==> src/rtl/serial_word_collector.sv <==
// serial_word_collector: reassembles LSB-first serial bits into WIDTH-bit words and
// presents each word through a one-deep valid/ready hold buffer with a sticky overflow flag.
module serial_word_collector #(
  parameter int unsigned WIDTH = 8,
  localparam int unsigned CntW = $clog2(WIDTH + 1)
) (
  input  logic             i_clk,
  input  logic             i_reset_n,
  input  logic             i_in_bit,
  input  logic             i_shift,
  input  logic             i_load_n,
  input  logic             i_data_ready,
  input  logic             i_ovf_clr,
  output logic [WIDTH-1:0] o_data,
  output logic             o_data_valid,
  output logic [CntW-1:0]  o_bit_count,
  output logic             o_overflow
);

  typedef enum logic {StEmpty, StFull} hold_state_e;

  // Assembly side
  logic [WIDTH-1:0] r_asm;
  logic [CntW-1:0]  r_bit_count;

  // Output side
  logic [WIDTH-1:0] r_data;
  hold_state_e      r_state;
  logic             r_overflow;

  logic             w_capture;
  logic             w_flush;
  logic             w_last_bit;
  logic             w_complete;
  logic [WIDTH-1:0] w_word;

  hold_state_e      w_state_d;
  logic             w_load_data;
  logic             w_drop;

  // The oldest assembly bit falls off the bottom when the word completes; it is never read.
  logic             w_unused_asm_lsb;

  // Shifter loading invalidates the partial word, whatever the shift strobe does.
  assign w_flush    = ~i_load_n;
  assign w_capture  = i_load_n & i_shift;
  assign w_last_bit = (r_bit_count == CntW'(WIDTH - 1));
  assign w_complete = w_capture & w_last_bit;
  assign w_word     = {i_in_bit, r_asm[WIDTH-1:1]};
  assign w_unused_asm_lsb = r_asm[0];

  // Assembly register and bit counter: capture, flush or hold.
  always_ff @(posedge i_clk) begin
    if (!i_reset_n) begin
      r_asm       <= '0;
      r_bit_count <= '0;
    end else if (w_flush) begin
      r_asm       <= '0;
      r_bit_count <= '0;
    end else if (w_capture) begin
      r_asm <= w_word;
      if (w_last_bit) begin
        r_bit_count <= '0;
      end else begin
        r_bit_count <= r_bit_count + CntW'(1);
      end
    end
  end

  // Hold-buffer next state: decides whether a completed word is loaded, kept or dropped.
  always_comb begin
    w_state_d   = r_state;
    w_load_data = 1'b0;
    w_drop      = 1'b0;
    unique case (r_state)
      StEmpty: begin
        if (w_complete) begin
          w_state_d   = StFull;
          w_load_data = 1'b1;
        end
      end
      StFull: begin
        if (w_complete) begin
          // Back-to-back: accept and refill on the same edge keeps the buffer full.
          if (i_data_ready) begin
            w_load_data = 1'b1;
          end else begin
            w_drop = 1'b1;
          end
        end else if (i_data_ready) begin
          w_state_d = StEmpty;
        end
      end
      default: begin
        w_state_d = StEmpty;
      end
    endcase
  end

  // Hold-buffer state register and data; data keeps its value after a pop.
  always_ff @(posedge i_clk) begin
    if (!i_reset_n) begin
      r_state <= StEmpty;
      r_data  <= '0;
    end else begin
      r_state <= w_state_d;
      if (w_load_data) begin
        r_data <= w_word;
      end
    end
  end

  // Sticky overflow; a new drop beats a simultaneous clear.
  always_ff @(posedge i_clk) begin
    if (!i_reset_n) begin
      r_overflow <= 1'b0;
    end else if (w_drop) begin
      r_overflow <= 1'b1;
    end else if (i_ovf_clr) begin
      r_overflow <= 1'b0;
    end
  end

  assign o_data       = r_data;
  assign o_data_valid = (r_state == StFull);
  assign o_bit_count  = r_bit_count;
  assign o_overflow   = r_overflow;

endmodule

==> config.mk <==
export PLATFORM = sky130hd
export DESIGN_NAME = serial_word_collector
export DESIGN_NICKNAME = d
export VERILOG_FILES = /design/src/rtl/serial_word_collector.sv
export SDC_FILE = /design/constraint.sdc
export NUM_CORES = 1
export LEC_CHECK = 0
export CAP_MARGIN = 20
export CORE_AREA = 2 2 42 52
export CTS_CLUSTER_DIAMETER = 30
export DETAILED_ROUTE_END_ITERATION = 12
export DIE_AREA = 0 0 44 54
export PLACE_DENSITY = 0.73
export SLEW_MARGIN = 20
export SYNTH_ARGS = -nofsm -noshare
export SYNTH_HDL_FRONTEND = slang
export SYNTH_SLANG_ARGS = --single-unit
==> constraint.sdc <==
create_clock -name i_clk -period 1.9 [get_ports i_clk]
set_input_delay 0.38 -clock i_clk [delete_from_list [all_inputs] [get_ports i_clk]]
set_output_delay 0.38 -clock i_clk [all_outputs]
set_load 0.01 [all_outputs]
==> metrics <==
status complete, no violations; Detailed Route WL 1.457 mm; layout cell share with drive strength beyond 1 0.09524; vias in the first global route 557; cts hold-fix bufs 0; Hold Vio Cnt, Final 0; Synth Net Count 90; synth unique cells 18; placed insts 121; Final Total Pwr 0.7011 mW; Synth area leaders dfxtp_1, mux2i_1, nand2_1; Buf/Inv on CP 1; count leader, synth dfxtp_1; Rel. slew slack 0.7777; Max Fanout on Critical Path 4; main flop type after synthesis dfxtp_1; yosys warns 0; P&R area growth vs syn 31.21%; Max Clk Rate between 0.5 and 0.6 GHz; Placement Cell Area 1056 um2; initial core utilization 0.4264; crit share post-route 0.9122; register area share after synthesis 0.5091; standard-cell rows 18; number of enable flip-flop cells after synthesis 0; core area 1937 um2; largest area contributor in the synthesized netlist dfxtp_1; first-pass GRT wire length 2.477 mm; post-route ant nets 0; worst path cell trace clkdlybuf4s50_1; Final setup viols 0; Initial DRC Count 5; Placement Setup Slack ~230 ps; share of the synthesized area in the top cell type 0.5091; Post-synth top cells dfxtp_1, nand2_1, mux2i_1, nor2_1; Cells after Synth 82; routed len/inst approximately 12 um; initial antenna violation count 0; Tmin final 1733 ps; CTS tree built; Post-synth ARST share 0; synthesized flop and latch total 21; vias per cell between 4 and 5; leakage power 0.4148 nW; crit start category register; WS Path Type register to primary output; DIE AREA between 2000 and 2500 um2; DR pass1 iterations 2; clk_lat worst skew ~300 ps; power density cells 647.1 nW/um2; max-cap viol count 0; Clock Pin Slew Worst Setup and Hold Paths around 110 ps; Worst Slack Setup Final 166.8 ps; gr usage total 0.1501; nets@finish between 100 and 150; Ant. Diodes 0; RSZ-0062 raised after global routing no; GRT Residual Overflow 0; Worst-Margin Slew approximately 330 ps; I/O Pins 21; Max Slew Vio Count 0; Slowest-stage cell, CP clkdlybuf4s50_1; CTS resizes 0; routability cong. 0.7522; Peak supply drop 0.0005295 V; worst clock skew 2.551 ps; DPL Wire Length 1.119 mm; Required @ worst endpoint 1520 ps; Post-Layout Inst Area 1084 um2; Die Ht 54 um; routed vias 614; clk buf depth 2; crit path capture type primary output; Num CTS Buffers 3; largest net degree at the start of global routing 13; # clock sinks 21; worst min-delay path class register to register; Top delay family on crit path buffers and inverters; syn avg cell area 10.07 um2; DRC errors left 0; CTS Root Cell clkbuf_4; arrival time at the worst endpoint around 1400 ps; setup TNS 0 ps; number of post-CTS setup repair buffers 0; Die Wd approximately 44 um; htree depth 1; Slowest Stage Delay on Critical Path 590 ps; IO buf count 20; Finished Layout Cells 125; Synth Cell Area roughly 830 um2
## sequential cells by signal, indices dropped and copies added, names as in the netlist
signal	cells
r_asm	7
o_bit_count	4
o_data	8
o_overflow	1
o_data_valid	1
## stage by stage
step | hold WS [ps] | util
floorplan | 437.4 | -
global placement | 441.7 | 0.5452
detailed placement | 450.1 | 0.5452
CTS | 466.6 | 0.5594
global route | 490.3 | 0.5594
finish | 460.8 | 0.5594
## path summary, 6_finish.rpt
kind	slack (ps)	from	endpoint	cells past startpoint
worst max-delay path	170	o_bit_count[2]$_SDFFE_PN0N_	o_bit_count[2]	1
worst min-delay path	460	o_data[4]$_SDFFE_PN0P_	o_data[4]$_SDFFE_PN0P_	2
worst max register to register	540	o_bit_count[0]$_SDFFE_PN0N_	o_data[7]$_SDFFE_PN0P_	5
worst min register to register	460	o_data[4]$_SDFFE_PN0P_	o_data[4]$_SDFFE_PN0P_	2
## metal layers
layer | part of all wire | vias to the layer above | track usage
met5 | 0 | - | 0
met4 | 0.048 | 0 | 0.1515
met3 | 0.021 | 4 | 0.03020
met2 | 0.49 | 9 | 0.2353
met1 | 0.44 | 283 | 0.1639
li1 | - | 318 | -
## cell families (layout without fill, tap and decap cells)
logic type / Yosys count / count (layout) / share of synthesized area
AO/OA/AOI/OAI: 2 / 2 / 0.01970
XOR/XNOR: 3 / 3 / 0.03182
adder cells (fa/ha/maj): 1 / 1 / 0.01515
multiplexers: 16 / 16 / 0.1939
AND/OR/NAND/NOR: 35 / 35 / 0.2091
buffers and inverters: 4 / 27 / 0.02120
flip-flops: 21 / 21 / 0.5091
## cell usage in the layout, fill, tap and decap left out
cell	Yosys	routed
nor2_1	10	10
nand2_1	18	18
a31o_2	1	1
clkinv_2	0	1
and3b_1	1	1
buf_4	0	3
nand3b_4	1	1
nor2b_1	1	1
clkbuf_4	0	3
xnor2_1	1	1
nor3_1	2	2
nor3_4	1	1
xor2_1	2	2
mux2i_1	16	16
dfxtp_1	21	21
o21a_1	1	1
ha_1	1	1
clkdlybuf4s50_1	0	20
nand4_1	1	1
## worst reg2reg max path, cell delays in order, from the launching register on
cell,delay (ps)
dfxtp_1,420
ha_1,170
nand2_1,110
nor3_4,190
buf_4,200
mux2i_1,200
## layout make-up
type,instances,area (um2)
Multi-Input combinational cell,57,387.9
Clock inverter,1,5.005
Fill cell,182,853.3
Timing Repair Buffer,23,222.7
Clock buffer,3,22.52
Sequential cell,21,420.4
Tap cell,20,25.02
## report_power, final
group | switching, mW | internal, mW | leakage (nW)
sequential | 0.00249 | 0.442 | 0.169
clock | 0.134 | 0.0786 | 0.0177
combinational | 0.0202 | 0.0233 | 0.228
Power figures use the tool's default switching activity.
